## src/rtl/cpu_ctrl_pkg.sv

```systemverilog
// Shared decode/control types for the CPU front end: class codes and the control bundle.
// Latency: n/a (types and constants only).
// Backpressure: n/a.
package cpu_ctrl_pkg;

    // Two-bit instruction class carried in the top bits of the opcode
    typedef enum logic [1:0] {
        CLS_LDA = 2'b00,
        CLS_STA = 2'b01,
        CLS_IMM = 2'b10,
        CLS_BAF = 2'b11
    } cls_e;

    // Control bundle handed from decode to execute
    typedef struct packed {
        logic branch;
        logic reg_write;
        logic mem_write;
        logic mem_read;
        logic mem_to_reg;
        logic immediate;
    } ctrl_t;

    localparam ctrl_t CTRL_NOP = '0;

    // Squash counter width; the window length is limited to 0..7
    localparam int SQ_CNT_W = 3;

endpackage

```

## src/rtl/opcode_class_decode.sv

```systemverilog
// Maps an instruction class to its control bundle.
// Latency: combinational, zero cycles.
// Backpressure: none; pure lookup with no state.
module opcode_class_decode
    import cpu_ctrl_pkg::*;
(
    input  logic [1:0] cls_dat,
    output ctrl_t      ctrl_dat
);

    // Class lookup; every bit not named for a class stays low
    always_comb begin
        ctrl_dat = CTRL_NOP;
        case (cls_dat)
            CLS_LDA: begin
                ctrl_dat.reg_write  = 1'b1;
                ctrl_dat.mem_read   = 1'b1;
                ctrl_dat.mem_to_reg = 1'b1;
            end
            CLS_STA: ctrl_dat.mem_write = 1'b1;
            CLS_IMM: begin
                ctrl_dat.reg_write = 1'b1;
                ctrl_dat.immediate = 1'b1;
            end
            default: ctrl_dat.branch = 1'b1;
        endcase
    end

endmodule

```

## src/rtl/decode_ctrl_stage.sv

```systemverilog
// ID/EX decode stage: classifies opcodes, registers control + register addresses, squashes after branches.
// Latency: 1 cycle from accept to o_valid; o_flush pulses in the branch's first o_valid cycle.
// Backpressure: holds when o_valid && !i_ex_ready; inserts one bubble on load-use (o_ready low).
module decode_ctrl_stage
    import cpu_ctrl_pkg::*;
#(
    parameter int OP_W     = 4,
    parameter int FUNC_W   = 2,
    parameter int REG_W    = 3,
    parameter int SQUASH_N = 1
) (
    input  logic              i_clk,
    input  logic              i_rst_n,
    input  logic              i_valid,
    output logic              o_ready,
    input  logic [OP_W-1:0]   i_opcode,
    input  logic [REG_W-1:0]  i_rd,
    input  logic [REG_W-1:0]  i_rs,
    input  logic              i_ex_ready,
    input  logic              i_flush,
    output logic              o_valid,
    output logic              o_branch,
    output logic              o_reg_write,
    output logic              o_mem_write,
    output logic              o_mem_read,
    output logic              o_mem_to_reg,
    output logic              o_immediate,
    output logic [FUNC_W-1:0] o_alufunc,
    output logic [REG_W-1:0]  o_rd,
    output logic [REG_W-1:0]  o_rs,
    output logic              o_flush
);

    localparam logic [SQ_CNT_W-1:0] SQ_LOAD = SQ_CNT_W'(SQUASH_N);
    localparam logic [SQ_CNT_W-1:0] SQ_ONE  = SQ_CNT_W'(1);

    typedef enum logic {
        ST_RUN,
        ST_SQUASH
    } state_e;

    state_e              state;
    logic [SQ_CNT_W-1:0] sq_cnt;
    logic                out_vld;
    ctrl_t               ctrl_q;
    ctrl_t               dec_ctrl;
    logic [FUNC_W-1:0]   alufunc_q;
    logic [REG_W-1:0]    rd_q;
    logic [REG_W-1:0]    rs_q;
    logic                flush_q;

    logic                advance;
    logic                hazard;
    logic                in_rdy;
    logic                accept;
    logic                squash_act;

    opcode_class_decode u_class_decode (
        .cls_dat  (i_opcode[OP_W-1 -: 2]),
        .ctrl_dat (dec_ctrl)
    );

    // Handshake and load-use detection; the squash window masks the hazard because those slots are dropped anyway
    always_comb begin
        squash_act = (state == ST_SQUASH);
        advance    = !out_vld || i_ex_ready;
        hazard     = out_vld && ctrl_q.mem_read && i_valid && (rd_q == i_rs) && !squash_act;
        in_rdy     = i_rst_n && advance && !hazard;
        accept     = i_valid && in_rdy;
    end

    // Pipeline register and RUN/SQUASH control; o_flush clears on any non-loading cycle so it never stretches
    always_ff @(posedge i_clk or negedge i_rst_n) begin
        if (!i_rst_n) begin
            state     <= ST_RUN;
            sq_cnt    <= '0;
            out_vld   <= 1'b0;
            ctrl_q    <= CTRL_NOP;
            alufunc_q <= '0;
            rd_q      <= '0;
            rs_q      <= '0;
            flush_q   <= 1'b0;
        end else if (i_flush) begin
            state   <= ST_RUN;
            sq_cnt  <= '0;
            out_vld <= 1'b0;
            ctrl_q  <= CTRL_NOP;
            flush_q <= 1'b0;
        end else if (advance) begin
            if (accept && !squash_act) begin
                out_vld   <= 1'b1;
                ctrl_q    <= dec_ctrl;
                alufunc_q <= i_opcode[FUNC_W-1:0];
                rd_q      <= i_rd;
                rs_q      <= i_rs;
                flush_q   <= dec_ctrl.branch;
                if (dec_ctrl.branch && (SQ_LOAD != '0)) begin
                    state  <= ST_SQUASH;
                    sq_cnt <= SQ_LOAD;
                end
            end else begin
                // Bubble: hazard stall, idle fetch, or an instruction dropped inside the window
                out_vld <= 1'b0;
                ctrl_q  <= CTRL_NOP;
                flush_q <= 1'b0;
                if (accept) begin
                    sq_cnt <= sq_cnt - SQ_ONE;
                    if (sq_cnt == SQ_ONE) begin
                        state <= ST_RUN;
                    end
                end
            end
        end else begin
            flush_q <= 1'b0;
        end
    end

    // Output mapping
    always_comb begin
        o_ready      = in_rdy;
        o_valid      = out_vld;
        o_branch     = ctrl_q.branch;
        o_reg_write  = ctrl_q.reg_write;
        o_mem_write  = ctrl_q.mem_write;
        o_mem_read   = ctrl_q.mem_read;
        o_mem_to_reg = ctrl_q.mem_to_reg;
        o_immediate  = ctrl_q.immediate;
        o_alufunc    = alufunc_q;
        o_rd         = rd_q;
        o_rs         = rs_q;
        o_flush      = flush_q;
    end

endmodule

```

## config.mk

```make
export PLATFORM = sky130hd
export DESIGN_NAME = decode_ctrl_stage
export DESIGN_NICKNAME = d
export VERILOG_FILES = /design/src/rtl/cpu_ctrl_pkg.sv /design/src/rtl/opcode_class_decode.sv /design/src/rtl/decode_ctrl_stage.sv
export SDC_FILE = /design/constraint.sdc
export NUM_CORES = 1
export LEC_CHECK = 0
export BUFFER_PORTS_ARGS = -buffer_cell sky130_fd_sc_hd__buf_2
export CAP_MARGIN = 30
export CORE_UTILIZATION = 45
export DETAILED_ROUTE_END_ITERATION = 10
export PLACE_DENSITY = 0.75
export SLEW_MARGIN = 20
export SYNTH_ARGS = -nofsm -noshare
export SYNTH_HDL_FRONTEND = slang
export SYNTH_SLANG_ARGS = --single-unit
```

## constraint.sdc

```tcl
create_clock -name i_clk -period 4.7 [get_ports i_clk]
set_input_delay 0.235 -clock i_clk [delete_from_list [all_inputs] [get_ports i_clk]]
set_output_delay 0.235 -clock i_clk [all_outputs]
set_load 0.05 [all_outputs]
```

==> impl_metrics.tcl <==
set metrics [dict create \
    status "finished clean" \
    setup_violations 0 \
    synth_top_flop_cell "dfrtp_1" \
    wl_microns 1848 \
    overflow 0 \
    grtUsageTotal_pct 19.42 \
    critPathArrivalTime_ns 2.48 \
    gp_congestion 0.8762 \
    grt_max_degree 24 \
    yosysWarnings 0 \
    numCtsBuffers 3 \
    rsz0062_at_grt "false" \
    cts.sinks 19 \
    drc 0 \
    max_cap_viol_count 0 \
    ant_nets 0 \
    cp_top_family "buffers and inverters" \
    die-area_sq_um 2202 \
    end_kind "flop" \
    synth_common_cells "dfrtp_1, mux2_2, a32o_1" \
    grt_pass1_vias 655 \
    crit_path_top_delay_cell "nor4_4" \
    p_per_area_nw_per_um2 365.4 \
    yosysSeqAreaShare_pct 52.34 \
    slowest_delay_ns 0.70 \
    ioPinCount 32 \
    critPathMaxFanout 23 \
    fp.dieW_microns 46.93 \
    port_buffers 31 \
    hold_viol 0 \
    clock.fmax_mhz 434.9 \
    layoutNonFillerInstCount 130 \
    cp_cell_sequence "dlygate4sd3_1 > buf_2 > nand2_1 > nor4_4 > mux2_2" \
    via_per_inst 5.554 \
    slew_viol_final 0 \
    routedWlPerCell_microns 14.22 \
    skew_ns 0.003145 \
    synthCells 71 \
    relSlewSlack_pct 40.09 \
    clkTransAtPathRegs_ns 0.11 \
    cts_max_level 1 \
    firstDrtPassIters 6 \
    syn_area_sq_um 908.4 \
    post-dp-hpwl_microns 1349 \
    insertion_delay_ns 0.29 \
    antenna_found_initial 0 \
    core_area_sq_um 1802 \
    finalCriticalPeriod_ns 2.299 \
    async_flop_share_pct 100.0 \
    criticalPathCategory "in -> reg" \
    leakage_nw 0.5545 \
    synth.distinct_cells 29 \
    placed_cells 125 \
    yosysTopAreaCell "dfrtp_1" \
    clk_path_buf_depth 2 \
    drt_iter0_markers 14 \
    required_ns 4.89 \
    initial_utilization_pct 50.42 \
    die-height_microns 46.93 \
    tightestPinTransition_ns 0.8919 \
    rows 15 \
    post_dp_cell_area_sq_um 1076 \
    cts_tree "yes" \
    worstHoldPathType "in -> reg" \
    grt_pass1_wl_microns 2918 \
    vias 722 \
    path_buf_inv 2 \
    drive_gt1_share_pct 43.81 \
    yosysTopAreaCellShare_pct 52.34 \
    diodes 0 \
    synth_edf_count 0 \
    area_growth_syn_to_layout_pct 22.59 \
    final_area_sq_um 1114 \
    startpoint_type "primary input" \
    synth_fp_nets 88 \
    synth_area_per_cell_sq_um 12.79 \
    synth_most_common_cell "dfrtp_1" \
    cts-root-buf "clkbuf_4" \
    fin_setup_tns_ns 0 \
    nNetsFinal 123 \
    ys_ff_latch 19 \
    synthTopCellsByArea "dfrtp_1, mux2_2, a32o_1" \
    fin_crit_sh_pct 48.92 \
    ir_worst_vdd_mv 0.2883 \
]
## flip-flops by register name (all words and copies together), names as in the netlist
signal       count
o_immediate      1
sq_cnt           3
o_rs             3
o_flush          1
o_alufunc        2
o_mem_write      1
o_valid          1
o_mem_read       1
o_rd             3
o_reg_write      1
squash_act       1
o_branch         1
## metal layers
layer  part of all wire (%)  global-route usage, %  up-vias
met1                     44                  24.33      359
met5                      0                      0        -
li1                       -                      -      339
met3                    4.8                  3.462        2
met4                    1.0                  8.571        0
met2                     50                  32.78       22
## cell usage in the layout (no fill, tap or decap), drive strengths merged, types with 2 or more instances in the layout
cell / Yosys / final
dfrtp: 19 / 19
a21oi: 2 / 2
buf: 2 / 31
nand4: 3 / 3
nand2b: 2 / 2
and3: 2 / 2
xnor2: 3 / 3
inv: 4 / 4
clkbuf: 0 / 3
and4b: 2 / 2
and4: 2 / 2
nor2: 2 / 2
o21ai: 2 / 2
mux2: 8 / 8
ha: 2 / 2
a32o: 5 / 5
## metrics by stage
step	total power [mW]	util, %	worst slack (ns)	hold WS (ns)
after detailed placement	0.3292	59.72	2.538	0.2134
after CTS	0.4110	61.81	2.356	0.1597
after global routing	0.4293	61.81	2.166	0.1481
after global placement	0.3257	59.72	2.596	0.2177
final	0.4069	61.81	2.401	0.1664
after floorplan	0.2922	-	2.685	-0.06059
## final cells by class
| cell class | count | area, sq um |
|---|---|---|
| inverters | 4 | 15.01 |
| clock inverters | 1 | 5.005 |
| multi-input cells | 46 | 399.1 |
| clock buffers | 3 | 22.52 |
| flip-flops and latches | 19 | 475.5 |
| well taps | 25 | 31.28 |
| fillers | 167 | 688.2 |
| repair buffers | 32 | 165.2 |
## report_power, final
part	switching, mW	internal [mW]
combinational	0.0929	0.0401
clock	0.0487	0.0316
sequential	0.0126	0.181
## final timing paths
| path | from | endpoint | slack (ns) | cells after the start |
|---|---|---|---|---|
| worst min-delay path | i_rd[0] | o_rd[0]$_DFFE_PN0P_ | 0.17 | 2 |
| worst max register to register | squash_act$_DFFE_PN0P_ | o_rs[2]$_DFFE_PN0P_ | 2.55 | 4 |
| worst max-delay path | i_rst_n | o_rs[2]$_DFFE_PN0P_ | 2.40 | 5 |
| min in group asynchronous | i_rst_n | o_rs[2]$_DFFE_PN0P_ | 0.42 | 2 |
| max in group asynchronous | i_rst_n | o_alufunc[0]$_DFFE_PN0P_ | 3.96 | 2 |
| worst min register to register | o_mem_write$_DFFE_PN0N_ | o_mem_write$_DFFE_PN0N_ | 0.50 | 1 |
## logic make-up (layout without fill, tap and decap cells)
kind of cell | Yosys count | count (layout) | synth area share, %
buffers and inverters | 6 | 40 | 3.719
multiplexers | 8 | 8 | 10.74
AND/OR/NAND/NOR | 20 | 20 | 16.53
adder cells (fa/ha/maj) | 2 | 2 | 2.754
XOR/XNOR | 3 | 3 | 2.893
AO/OA/AOI/OAI | 13 | 13 | 11.02
flip-flops | 19 | 19 | 52.34
## timing repair
item,in CTS,in global routing
gates resized for setup,0,0
hold buffers,1,0
buffers inserted,0,0
endpoints found under the hold margin,19,0
endpoints found under the setup margin,0,0
(Power assumes the default switching activity.)
